### src/rtl/btn_debounce_pulse.sv
// -----------------------------------------------------------------------------
// btn_debounce_pulse
//
// Debounces one synchronized push-button level for the digital clock's set and
// mode buttons. It produces one-cycle strobes for an accepted press, an accepted
// release, and each auto-repeat tick while the button is held down.
//
// Ports
//   clk            in   system clock
//   rst            in   asynchronous reset, active-low
//   synch_btn      in   synchronized raw button level (1 = pressed)
//   btn_level      out  debounced button level
//   press_pulse    out  1-cycle strobe on accepted press
//   release_pulse  out  1-cycle strobe on accepted release
//   repeat_pulse   out  1-cycle strobe per auto-repeat tick
//   held           out  high while in long-hold (auto-repeat) mode
//   state_dbg      out  current FSM state, for observation only
//
// Handshake: none. Every output is a registered level or strobe. Each strobe is
// high for exactly one clk cycle, and at most one strobe is high in any cycle.
// -----------------------------------------------------------------------------
module btn_debounce_pulse #(
   parameter int DEBOUNCE_CYCLES = 500_000,
   parameter int HOLD_CYCLES     = 50_000_000,
   parameter int REPEAT_CYCLES   = 12_500_000,
   parameter int CNT_W           = 26
) (
   input  logic       clk,
   input  logic       rst,
   input  logic       synch_btn,
   output logic       btn_level,
   output logic       press_pulse,
   output logic       release_pulse,
   output logic       repeat_pulse,
   output logic       held,
   output logic [2:0] state_dbg
);

   localparam logic [2:0] IDLE         = 3'd0;
   localparam logic [2:0] PRESS_WAIT   = 3'd1;
   localparam logic [2:0] PRESSED      = 3'd2;
   localparam logic [2:0] REPEAT       = 3'd3;
   localparam logic [2:0] RELEASE_WAIT = 3'd4;

   localparam logic [CNT_W-1:0] DEB_LAST  = CNT_W'(DEBOUNCE_CYCLES - 1);
   localparam logic [CNT_W-1:0] HOLD_LAST = CNT_W'(HOLD_CYCLES - 1);
   localparam logic [CNT_W-1:0] REP_LAST  = CNT_W'(REPEAT_CYCLES - 1);
   localparam logic [CNT_W-1:0] CNT_ONE   = CNT_W'(1);

   // With a one-sample debounce, the first sample at the new level is already
   // "stable". The FSM then skips the wait states and accepts the change at once.
   localparam bit DEB_ONE = (DEBOUNCE_CYCLES == 1);

   logic [2:0]       state;
   logic [CNT_W-1:0] cnt;

   assign state_dbg = state;

   always_ff @(posedge clk or negedge rst) begin
      if (!rst) begin
         state         <= IDLE;
         cnt           <= '0;
         btn_level     <= 1'b0;
         press_pulse   <= 1'b0;
         release_pulse <= 1'b0;
         repeat_pulse  <= 1'b0;
         held          <= 1'b0;
      end else begin
         press_pulse   <= 1'b0;
         release_pulse <= 1'b0;
         repeat_pulse  <= 1'b0;
         case (state)
            IDLE: begin
               if (synch_btn) begin
                  if (DEB_ONE) begin
                     state       <= PRESSED;
                     cnt         <= '0;
                     btn_level   <= 1'b1;
                     press_pulse <= 1'b1;
                  end else begin
                     state <= PRESS_WAIT;
                     cnt   <= CNT_ONE;
                  end
               end
            end
            PRESS_WAIT: begin
               if (!synch_btn) begin
                  state <= IDLE;
                  cnt   <= '0;
               end else if (cnt == DEB_LAST) begin
                  state       <= PRESSED;
                  cnt         <= '0;
                  btn_level   <= 1'b1;
                  press_pulse <= 1'b1;
               end else begin
                  cnt <= cnt + CNT_ONE;
               end
            end
            PRESSED, REPEAT: begin
               if (!synch_btn) begin
                  if (DEB_ONE) begin
                     state         <= IDLE;
                     cnt           <= '0;
                     btn_level     <= 1'b0;
                     held          <= 1'b0;
                     release_pulse <= 1'b1;
                  end else begin
                     state <= RELEASE_WAIT;
                     cnt   <= CNT_ONE;
                  end
               end else if (state == PRESSED && cnt == HOLD_LAST) begin
                  state        <= REPEAT;
                  cnt          <= '0;
                  held         <= 1'b1;
                  repeat_pulse <= 1'b1;
               end else if (state == REPEAT && cnt == REP_LAST) begin
                  cnt          <= '0;
                  repeat_pulse <= 1'b1;
               end else begin
                  cnt <= cnt + CNT_ONE;
               end
            end
            RELEASE_WAIT: begin
               // A short low glitch returns to the hold state it came from. The
               // counter restarts, so the hold or repeat interval begins again.
               if (synch_btn) begin
                  state <= held ? REPEAT : PRESSED;
                  cnt   <= '0;
               end else if (cnt == DEB_LAST) begin
                  state         <= IDLE;
                  cnt           <= '0;
                  btn_level     <= 1'b0;
                  held          <= 1'b0;
                  release_pulse <= 1'b1;
               end else begin
                  cnt <= cnt + CNT_ONE;
               end
            end
            default: begin
               state <= IDLE;
               cnt   <= '0;
            end
         endcase
      end
   end

endmodule

### config.mk
export PLATFORM = sky130hd
export DESIGN_NAME = btn_debounce_pulse
export DESIGN_NICKNAME = d
export VERILOG_FILES = /design/src/rtl/btn_debounce_pulse.sv
export SDC_FILE = /design/constraint.sdc
export NUM_CORES = 1
export LEC_CHECK = 0
export CAP_MARGIN = 40
export CORE_MARGIN = 2
export CORE_UTILIZATION = 24
export DETAILED_ROUTE_END_ITERATION = 8
export GPL_TIMING_DRIVEN = 0
export PLACE_DENSITY = 0.37
export SLEW_MARGIN = 20
export SYNTH_ARGS = -nofsm -noshare
export SYNTH_HDL_FRONTEND = slang
export SYNTH_SLANG_ARGS = --single-unit
### constraint.sdc
create_clock -name clk -period 3.4 [get_ports clk]
set_clock_uncertainty 0.2 [all_clocks]
set_input_delay 0.34 -clock clk [delete_from_list [all_inputs] [get_ports clk]]
set_output_delay 0.34 -clock clk [all_outputs]
set_load 0.02 [all_outputs]
Word level (Yosys, flattened, before mapping)

Cells that the tools add are included.
W data, S select, Z words.

Add/subtract/negate cells: 1
Eq/ne operators: 17
Mux-type cells: 34
Reduce and logical (&&, ||, !) cells: 9

Operator list:

| operator                | number |
|---|---|
| $mux W26                | 7 |
| $pmux W26 S4            | 1 |
| $add A26 B1 Y26 const B | 1 |
| $eq A26 B19 Y1 const B  | 1 |
| $eq A26 B24 Y1 const B  | 1 |
| $eq A26 B26 Y1 const B  | 1 |
| $mux W3                 | 7 |
| $mux W1                 | 16 |
| $ne A2 B2 Y1 const B    | 7 |
| $pmux W3 S4             | 1 |
| $reduce_and A5 Y1       | 2 |
| $ne A3 B3 Y1 const B    | 3 |
| $eq A3 B2 Y1 const B    | 2 |
| $pmux W1 S2             | 2 |
| $reduce_and A4 Y1       | 1 |
| $reduce_bool A2 Y1      | 2 |
| $eq A3 B1 Y1 const B    | 1 |
| $eq A3 B3 Y1 const B    | 1 |
| $logic_not A3 Y1        | 1 |
| $logic_and A1 B1 Y1     | 2 |
| $reduce_or A2 Y1        | 1 |

Flip-flop bits (word level): 34
Output and inout bits: 8
Word-level logic and storage cells: 68

Logic depth before layout (Yosys ltp)

Gate-level depths: netlist (run 1).

Word-level depth: 6
Depth in mapped cells: 9
Mapped depth without buffers: 7

Worst setup path before layout (run 1)

Ideal clock, no wire load.

Kind: register to register
From: reg cnt[0]
To: reg cnt[14]
Setup time: 126 ps
Data arrival time: 2,183 ps
Required time: 3,074 ps
Setup slack: 891 ps
Cell stages (with the launch flop): 9
Period minus slack after synthesis: 2,509 ps
Cells stage by stage: dfrtp_1 ha_1 and4_4 nand4_1 or4_4 o21a_4 and2_4 buf_6 a221o_1

Cells in the longest elaborated chain, start to end: 6

RTL lines:

| what                                                    | line | text |
|---|---|---|
| start, declared                                         | 55   | `logic [CNT_W-1:0] cnt;` |
| start signal, assigned                                  | 96   | `cnt <= cnt + CNT_ONE;` |
| start signal, assigned                                  | 120  | `cnt <= cnt + CNT_ONE;` |
| start signal, assigned                                  | 136  | `cnt <= cnt + CNT_ONE;` |
| branches (longest 5 deep; another with $add A26 B1 Y26) | --   |  |
| $pmux W26 S4 (*)                                        | 72   | `case (state)` |

Mark *: on every way between the ends.
A chain may end at the register's enable or synchronous reset.

Worst setup path in the final report (run 1)

From: reg cnt[0]
To: reg cnt[23]

The elaborated chain is that of the path after synthesis.

==> results by group, run 1 <==
Synth
  – Mapped Cells: 236
  – Area of the mapped netlist: approximately 2100 sq um
  – XOR/XNOR share of the synthesized area: 0.0170
  – Largest family of logic cells by synthesized area: simple AND/OR/NAND/NOR gates
  – Synthesized-area fraction occupied by adder cells: 0.00606
  – Synth cell types: 53
  – Post-synth EDFFs: 0
  – Syn Area/Cell: 8.75 sq um
  – Synthesized flop and latch total: 34
  – Async set-reset flop share out of synthesis: 1.00
  – Synth Warn #: 0
  – Post-synthesis sequential area ratio: 0.412
  – Synth Area in Compound Gates: 0.192
  – Syn Nets: 240
  – Multiplexer share of the synthesized area: 0.00485
  – Synth Area in Simple Gates: 0.310
  – Primary FF master, synth: dfrtp_1

Floorplanning
  – Starting Density: 0.250
  – Floorplan Core Area: 8260 sq um
  – Die width: 96.7 um
  – Die Height: 96.7 um
  – Top-Level Pins: 11
  – Row cnt: 33
  – Die ar.: 9360 sq um

Timing
  – TNS Setup: 0 ns
  – Final min period: 2.84 ns
  – Fin. Hold Viols: 0
  – Final worst-path cycle share: 0.835
  – Final setup fails: 0
  – Max-slew violations: 0
  – Slew headroom: 0.485
  – RSZ-0062 raised after global routing: false
  – Achievable Freq: roughly 0.35 GHz
  – WHS: about 0.31 ns
  – PnR worst setup slack: 0.563 ns
  – Worst slew pin tran: ~0.77 ns

Drt
  – ANT nets after route: 0
  – Vias per inst: 5.15
  – Post-Route WL: 6030 um
  – Initial DRC Count: between 100 and 150
  – Vias: 1876
  – Post-DR wirelength/cell: 16.6 um
  – Residual DRC: 0
  – Drt first pass iters: 4

Status
  – Status: finished clean

Clocking
  – CTS tree: yes
  – Num CTS Buffers: 5
  – H-tree lvl count: 2
  – Clk sinks: 34
  – Clk root buf: clkbuf_8
  – Clk_lat worst skew: between 0.2 and 0.3 ns
  – Clk slew on worst S/H paths: 0.08 ns
  – Max clock buf depth: 2
  – CTS resizes: 0

Global route
  – Initial antenna violation count: 0
  – GRT Overall Usage: 0.133
  – Largest net degree at the start of global routing: 21
  – Most Used Layer, Global Route: met2
  – M1 GR Usage: 0.189
  – Met3 usage: 0.0260
  – Vias in the first global route: 1822
  – Gr ovfl total: 0
  – First-pass GRT wire length: 9990 um
  – Met2 Use GR: 0.208

Setup path
  – CP max-delay cell: or4_4
  – Cell Chain, Critical Path: ha_1, and4_4, nand4_1, or4_4, o21a_4, nand2_1, buf_2, o311ai_0
  – Crit path max fanout: 10
  – Worst path required time: 3.35 ns
  – Reg2reg setup slack: 0.56 ns
  – Critical path arrival: 2.79 ns
  – Worst setup EP type: register
  – Crit-path max cell delay: 0.58 ns
  – Crit Path Class: reg -> reg
  – Worst setup SP type: register

Cells and area
  – Layout cells sized above 1: 0.147
  – Cell area after layout: 2450 sq um
  – Syn-to-layout area delta: 18.9%
  – Diodes inserted: 0
  – Multi-input logic area: 1090 sq um
  – Filler cells: 894
  – Most frequent cells in the layout: dfrtp_1 (34), nand2_1 (30), nor2_1 (21)
  – Register area: 851 sq um
  – Final nets: 262
  – Most common cell after layout, fill and taps aside: dfrtp_1

Placed design
  – Post-DP HPWL: 4370 um
  – Place WS: ~0.53 ns
  – Gpl congestion: 0.797
  – Port buffer count: 10
  – DP Area: 2330 sq um

Power
  – P_leak: roughly 0.92 nW
  – PD cells: 468 nW/um^2
  – Worst vdd ir: 224 uV

Worst hold path
  – Min-delay worst type: in -> async

Job
  – Max-cap viol count: 0
-- critical path: cells and delay by family (launching register included) --
| family | cells | cell delay [ns] |
|---|---|---|
| simple gates | 4 | 1.22 |
| flops | 1 | 0.43 |
| compound gates | 2 | 0.30 |
| buf+inv | 1 | 0.27 |
| fa+ha+maj | 1 | 0.26 |
-- flip-flops by register name, summed over array words and instances, names as in the netlist --
name	count
btn_level	1
cnt	26
held	1
press_pulse	1
release_pulse	1
repeat_pulse	1
state_dbg	3
-- kinds of logic after synthesis --
family / Yosys count
AND/OR/NAND/NOR: 118
AO/OA/AOI/OAI: 55
flip-flops: 34
buffers and inverters: 23
XOR/XNOR: 4
multiplexers: 1
adder cells (fa/ha/maj): 1
-- path summary, 6_finish.rpt --
kind	start	to	cells past startpoint
setup / recovery	cnt[0]	cnt[23]	8
hold / removal	rst	held	2
setup reg to reg	cnt[0]	cnt[23]	8
hold reg to reg	btn_level	btn_level	2
max in group asynchronous	rst	cnt[24]	3
min in group clk	btn_level	btn_level	2
-- final cells by class --
type	instances	area share
plain buffers	15	0.0367
clock buffers	5	0.0280
clock inverters	3	0.0163
inverters	8	0.0122
multi-input cells	179	0.445
flip-flops and latches	34	0.347
well taps	105	0.0535
repair buffers	15	0.0612
-- report_power, final --
part / switching [W] / internal, W / total (W)
logic: 0.000200 / 0.000121 / 0.000321
clock network: 0.000165 / 0.000216 / 0.000381
registers: 0.0000204 / 0.000425 / 0.000446
-- what timing repair did --
action	4_1_cts	5_1_grt
endpoints found under the setup margin	0	0
hold buffers	1	0
endpoints found under the hold margin	14	0
setup buffers	0	0
-- through the flow --
stage | utilization | std cells | total power [W]
finish | 0.297 | 364 | 0.00115
global route | 0.297 | 364 | 0.00122
CTS | 0.297 | 363 | 0.00117
detailed placement | 0.282 | 354 | 0.000779
global placement | 0.278 | 351 | 0.000774
floorplan | - | 236 | 0.000660
-- cells in the mapped netlist, drive strengths merged (2+ instances only) --
master	instances	area share
a22o	6	0.027
o311ai	6	0.025
o21ai	12	0.029
or2	3	0.0091
nand4	19	0.058
nor2b	2	0.0097
nor4b	2	0.0085
nor4	4	0.018
and2	5	0.016
o21a	3	0.015
buf	11	0.036
xnor2	2	0.0085
nand3	14	0.034
a31o	5	0.021
and4	4	0.019
nor3	7	0.017
nor2	21	0.038
a21oi	6	0.015
clkbuf	4	0.0073
xor2	2	0.0085
a31oi	7	0.021
inv	8	0.015
or4	2	0.0091
o22ai	3	0.0091
nand2	30	0.055
dfrtp	34	0.41
-- per-layer routing --
metal,vias up,part of all wire
li1,935,-
met1,911,0.51
met2,25,0.45
met3,5,0.026
met4,0,0.011
met5,-,0
(Power assumes the default switching activity.)
==> inputs of run 2 (changes only) <==
==> constraint.sdc (replaced) <==
create_clock -name clk -period 2.7 [get_ports clk]
set_clock_uncertainty 0.2 [all_clocks]
set_input_delay 0.27 -clock clk [delete_from_list [all_inputs] [get_ports clk]]
set_output_delay 0.27 -clock clk [all_outputs]
set_load 0.02 [all_outputs]
==> results by group, run 2 (synthesis results as in run 1) <==
Status
  – Status: finished clean

Drt
  – Wire length on met2: 2800 um
  – Met3 routed WL: 133 um
  – Initial DRC Count: roughly 130
  – Vias per inst: 5.13
  – Post-Route M1 WL: 3120 um
  – Residual DRC: 0
  – ANT nets after route: 0
  – Highest routed layer: met4
  – Post-Route WL: 6100 um
  – Vias: 1884
  – Drt first pass iters: 4
  – Post-DR wirelength/cell: 16.6 um

Cells and area
  – Multi-input logic area: approximately 1100 sq um
  – Register area: around 850 sq um
  – Filler cells: around 900
  – Syn-to-layout area delta: 21.9%
  – Most common cell after layout, fill and taps aside: dfrtp_1
  – Diodes inserted: 0
  – Most frequent cells in the layout: dfrtp_1 (34), nand2_1 (30), nor2_1 (21)
  – Reg with most FFs: cnt
  – Final nets: 265
  – Layout cells sized above 1: 0.164
  – Max FFs per register: 26
  – Layout Cells excl Fill: 367

Timing
  – Slew headroom: 0.606
  – PnR worst setup slack: 0.128 ns
  – Worst slew pin tran: 0.592 ns
  – Max-slew violations: 0
  – TNS Setup: 0 ns
  – Final setup fails: 0
  – RSZ-0062 raised after global routing: false
  – Final worst-path cycle share: 0.953
  – Achievable Freq: 0.389 GHz
  – Final min period: around 2.6 ns
  – Fin. Hold Viols: 0

Setup path
  – Worst path required time: about 2.7 ns
  – R2r worst-path depth: 9
  – Worst setup SP type: register
  – Critical path arrival: between 2 and 3 ns
  – Worst setup EP type: register
  – Crit Path Class: reg -> reg
  – Crit path max fanout: 10

Clocking
  – Clk sinks: 34
  – Clk_lat worst skew: a little under 0.3 ns
  – CTS tree: yes
  – Num CTS Buffers: 5
  – H-tree lvl count: 2
  – Clk root buf: clkbuf_8
  – Clk slew on worst S/H paths: 0.08 ns
  – Max clock buf depth: 2

Global route
  – GRT Overall Usage: 0.133
  – First-pass GRT wire length: 10000 um
  – Vias in the first global route: between 1500 and 2000
  – Gr ovfl total: 0
  – Initial antenna violation count: 0
  – Largest net degree at the start of global routing: 21

Power
  – Clock Power Share: 0.322
  – P_leak: 0.939 nW
  – Overall power: 0.00149 W
  – P_int: 0.000988 W
  – Flop pwr share: 0.378
  – Switching Fraction: 0.336
  – Combinational share of power: 0.300
  – PD cells: between 500 and 600 nW/um^2
  – Sw Pwr: 0.000500 W
  – Worst vdd ir: roughly 280 uV

Placed design
  – Port buffer count: 10
  – Gpl congestion: around 0.8
  – Dpl cells: 354
  – Post-DP HPWL: 4370 um
  – Place WS: -0.158 ns

Floorplanning
  – Top-Level Pins: 11
  – Die Height: 96.7 um
  – Die ar.: 9360 sq um
  – Floorplan Core Area: 8260 sq um
  – Die width: 96.7 um
  – Starting Density: 0.250
  – Row cnt: 33

Worst hold path
  – Min-delay worst type: in -> async

Job
  – Max-cap viol count: 0
-- run 2: routing by layer --
layer / track usage / up-vias
met2: 0.210 / 23
li1: - / 940
met4: 0.0325 / 0
met3: 0.0260 / 4
met1: 0.188 / 917
met5: 0 / -
-- run 2: worst max-delay path: stages, from the launching register on --
cell	delay (ns)
dfrtp_1	0.38
buf_4	0.18
nor2b_4	0.18
nand4_1	0.16
or4_4	0.59
o21a_4	0.16
buf_6	0.15
clkbuf_4	0.19
a31oi_1	0.17
mux2i_1	0.10
-- run 2: final cells by class --
class | count | area share
multi-input cells | 179 | 0.445
flip-flops and latches | 34 | 0.338
repair buffers | 18 | 0.0686
well taps | 105 | 0.0522
plain buffers | 15 | 0.0413
clock buffers | 5 | 0.0273
clock inverters | 3 | 0.0159
inverters | 8 | 0.0119
-- run 2: power groups by stage --
stage | combinational (W) | sequential [W] | clock [W]
global placement | 0.000402 | 0.000572 | 0
floorplan | 0.000253 | 0.000578 | 0
finish | 0.000446 | 0.000562 | 0.000479
detailed placement | 0.000408 | 0.000572 | 0
global route | 0.000492 | 0.000567 | 0.000519
CTS | 0.000435 | 0.000556 | 0.000499
-- run 2: timing repair --
item                                    4_1_cts  5_1_grt
endpoints found under the setup margin       23       17
hold buffers                                  1        0
endpoints found under the hold margin        14        0
pin swaps                                     0        3
resized for setup                             2        9
buffers inserted                              2        1
-- run 2: stage by stage --
stage	hold slack, ns	cell area [sq um]	util
detailed placement	0.0317	2330	0.282
floorplan	-0.226	2060	-
global route	0.275	2520	0.305
finish	0.245	2520	0.305
global placement	0.327	2300	0.278
CTS	0.252	2470	0.299
-- run 2: worst paths after layout --
check / startpoint / to / slack [ns]
setup / recovery: state_dbg[2] / cnt[11] / 0.13
hold / removal: rst / press_pulse / 0.24
setup reg to reg: state_dbg[2] / cnt[11] / 0.13
hold reg to reg: btn_level / btn_level / 0.34
max in group asynchronous: rst / cnt[24] / 1.60
min in group clk: btn_level / btn_level / 0.34
==> inputs of run 3 (changes only) <==
--- a/config.mk
+++ b/config.mk
@@ -11,6 +11,7 @@
 export DETAILED_ROUTE_END_ITERATION = 8
 export GPL_TIMING_DRIVEN = 0
 export PLACE_DENSITY = 0.37
+export REMOVE_ABC_BUFFERS = 1
 export SLEW_MARGIN = 20
 export SYNTH_ARGS = -nofsm -noshare
 export SYNTH_HDL_FRONTEND = slang
==> constraint.sdc (replaced) <==
create_clock -name clk -period 2.7 [get_ports clk]
set_clock_uncertainty 0.2 [all_clocks]
set_input_delay 0.27 -clock clk [delete_from_list [all_inputs] [get_ports clk]]
set_output_delay 0.27 -clock clk [all_outputs]
set_load 0.05 [all_outputs]
==> results by group, run 3 (synthesis results as in run 1) <==
Placed design
  – Port buffer count: 10
  – Place WS: -0.633 ns
  – Post-DP HPWL: 3940 um
  – Gpl congestion: roughly 0.74

Power
  – Overall power: 0.00146 W
  – PD cells: between 500 and 600 nW/um^2
  – P_leak: 0.893 nW
  – Worst vdd ir: approximately 170 uV

Clocking
  – Num CTS Buffers: 5
  – H-tree lvl count: 2
  – CTS tree: yes
  – Clk slew on worst S/H paths: about 0.08 ns
  – Clk root buf: clkbuf_8
  – Clk_lat worst skew: 0.29 ns
  – Clk sinks: 34
  – Max clock buf depth: 2

Setup path
  – Crit path max fanout: 11
  – Crit Path Class: reg -> reg
  – Worst setup EP type: register
  – Worst setup SP type: register
  – Worst path required time: 2.68 ns
  – Critical path arrival: ~2.5 ns

Drt
  – Drt first pass iters: 4
  – Vias: 1863
  – Vias per inst: 5.25
  – Initial DRC Count: 61
  – Post-Route WL: 5880 um
  – Post-DR wirelength/cell: 16.6 um
  – Residual DRC: 0
  – ANT nets after route: 0

Timing
  – Max-slew violations: 0
  – RSZ-0062 raised after global routing: false
  – Achievable Freq: 0.391 GHz
  – Final min period: 2.56 ns
  – PnR worst setup slack: 0.142 ns
  – Final setup fails: 0
  – Slew headroom: 0.532
  – Final worst-path cycle share: 0.947
  – Worst slew pin tran: ~0.7 ns
  – Fin. Hold Viols: 0

Global route
  – Initial antenna violation count: 0
  – First-pass GRT wire length: 9780 um
  – GRT Overall Usage: 0.129
  – Gr ovfl total: 0
  – Largest net degree at the start of global routing: 19
  – Vias in the first global route: 1828

Cells and area
  – Max FFs per register: 26
  – Most frequent cells in the layout: dfrtp_1 (31), nand2_1 (29), nor2_1 (21)
  – Reg with most FFs: cnt
  – Final nets: 253
  – Diodes inserted: 0
  – Most common cell after layout, fill and taps aside: dfrtp_1
  – Syn-to-layout area delta: 19.8%
  – Filler cells: 893
  – Layout cells sized above 1: 0.168

Floorplanning
  – Top-Level Pins: 11
  – Die Height: 96.7 um
  – Floorplan Core Area: 8260 sq um
  – Die width: just under 100 um
  – Starting Density: 0.250
  – Row cnt: 33
  – Die ar.: 9360 sq um

Job
  – Max-cap viol count: 0

Worst hold path
  – Min-delay worst type: in -> async

Status
  – Status: finished clean
## run 3: cell types whose count changed in the layout (fill, tap and decap cells not counted), moves of 3 or more
cell,before,now
buf_4,8,4
clkbuf_1,4,0
buf_2,5,2
clkbuf_8,5,8
dfrtp_1,34,31
dfrtp_2,0,3
## run 3: final cells by class
cell class,count,area (sq um),area share
Clock buffer,8,110,0.0445
Tap cell,105,131,0.0531
Inverter,8,30.0,0.0121
Timing Repair Buffer,20,204,0.0825
Sequential cell,34,855,0.346
Multi-Input combinational cell,180,1140,0.462
## run 3: path summary, 6_finish.rpt
check | endpoint | cells past startpoint | from | slack (ns)
worst max register to register | cnt[14] | 6 | state_dbg[2] | 0.14
worst min-delay path | btn_level | 2 | rst | 0.27
worst min register to register | btn_level | 2 | btn_level | 0.35
max in group asynchronous | cnt[11] | 3 | rst | 1.57
min in group clk | btn_level | 2 | btn_level | 0.35
worst max-delay path | cnt[14] | 6 | state_dbg[2] | 0.14
## run 3: per-stage QoR
step	util	hold WS, ns	cell area [sq um]	TNS, ns	instances
finish	0.299	0.268	2470	0	355
global route	0.299	0.329	2470	0	355
CTS	0.293	0.290	2420	0	352
detailed placement	0.277	0.0702	2280	-8.76	341
global placement	0.267	0.317	2210	-34.04	336
floorplan	-	-0.226	1970	-3.66	221
## run 3: where the power goes
part           total [W]  switching (W)  internal, W  leakage (nW)
Sequential      0.000585      0.0000480     0.000537         0.464
Combinational   0.000420       0.000256     0.000164         0.372
Clock           0.000458       0.000200     0.000258        0.0575
Total            0.00146       0.000504     0.000959         0.893
## run 3: what timing repair did
item	in CTS	in global routing
cloned	1	0
hold endpoints to repair	17	0
hold buffers	1	0
gates resized for setup	4	8
pin swaps	0	1
setup buffers	1	3
endpoints found under the setup margin	22	22
## run 3: routing by layer
metal / wire length, um / track usage / vias up
li1: - / - / 910
met5: 0 / 0 / -
met4: 51 / 0.0347 / 0
met3: 171 / 0.0246 / 5
met1: 2940 / 0.178 / 912
met2: 2720 / 0.206 / 36
## run 3: worst max-delay path, stage by stage (launching register included)
cell	delay [ns]
dfrtp_2	0.51
nor2b_4	0.21
nand4_1	0.18
or4_4	0.61
o21a_4	0.20
and2_4	0.23
a221o_1	0.31
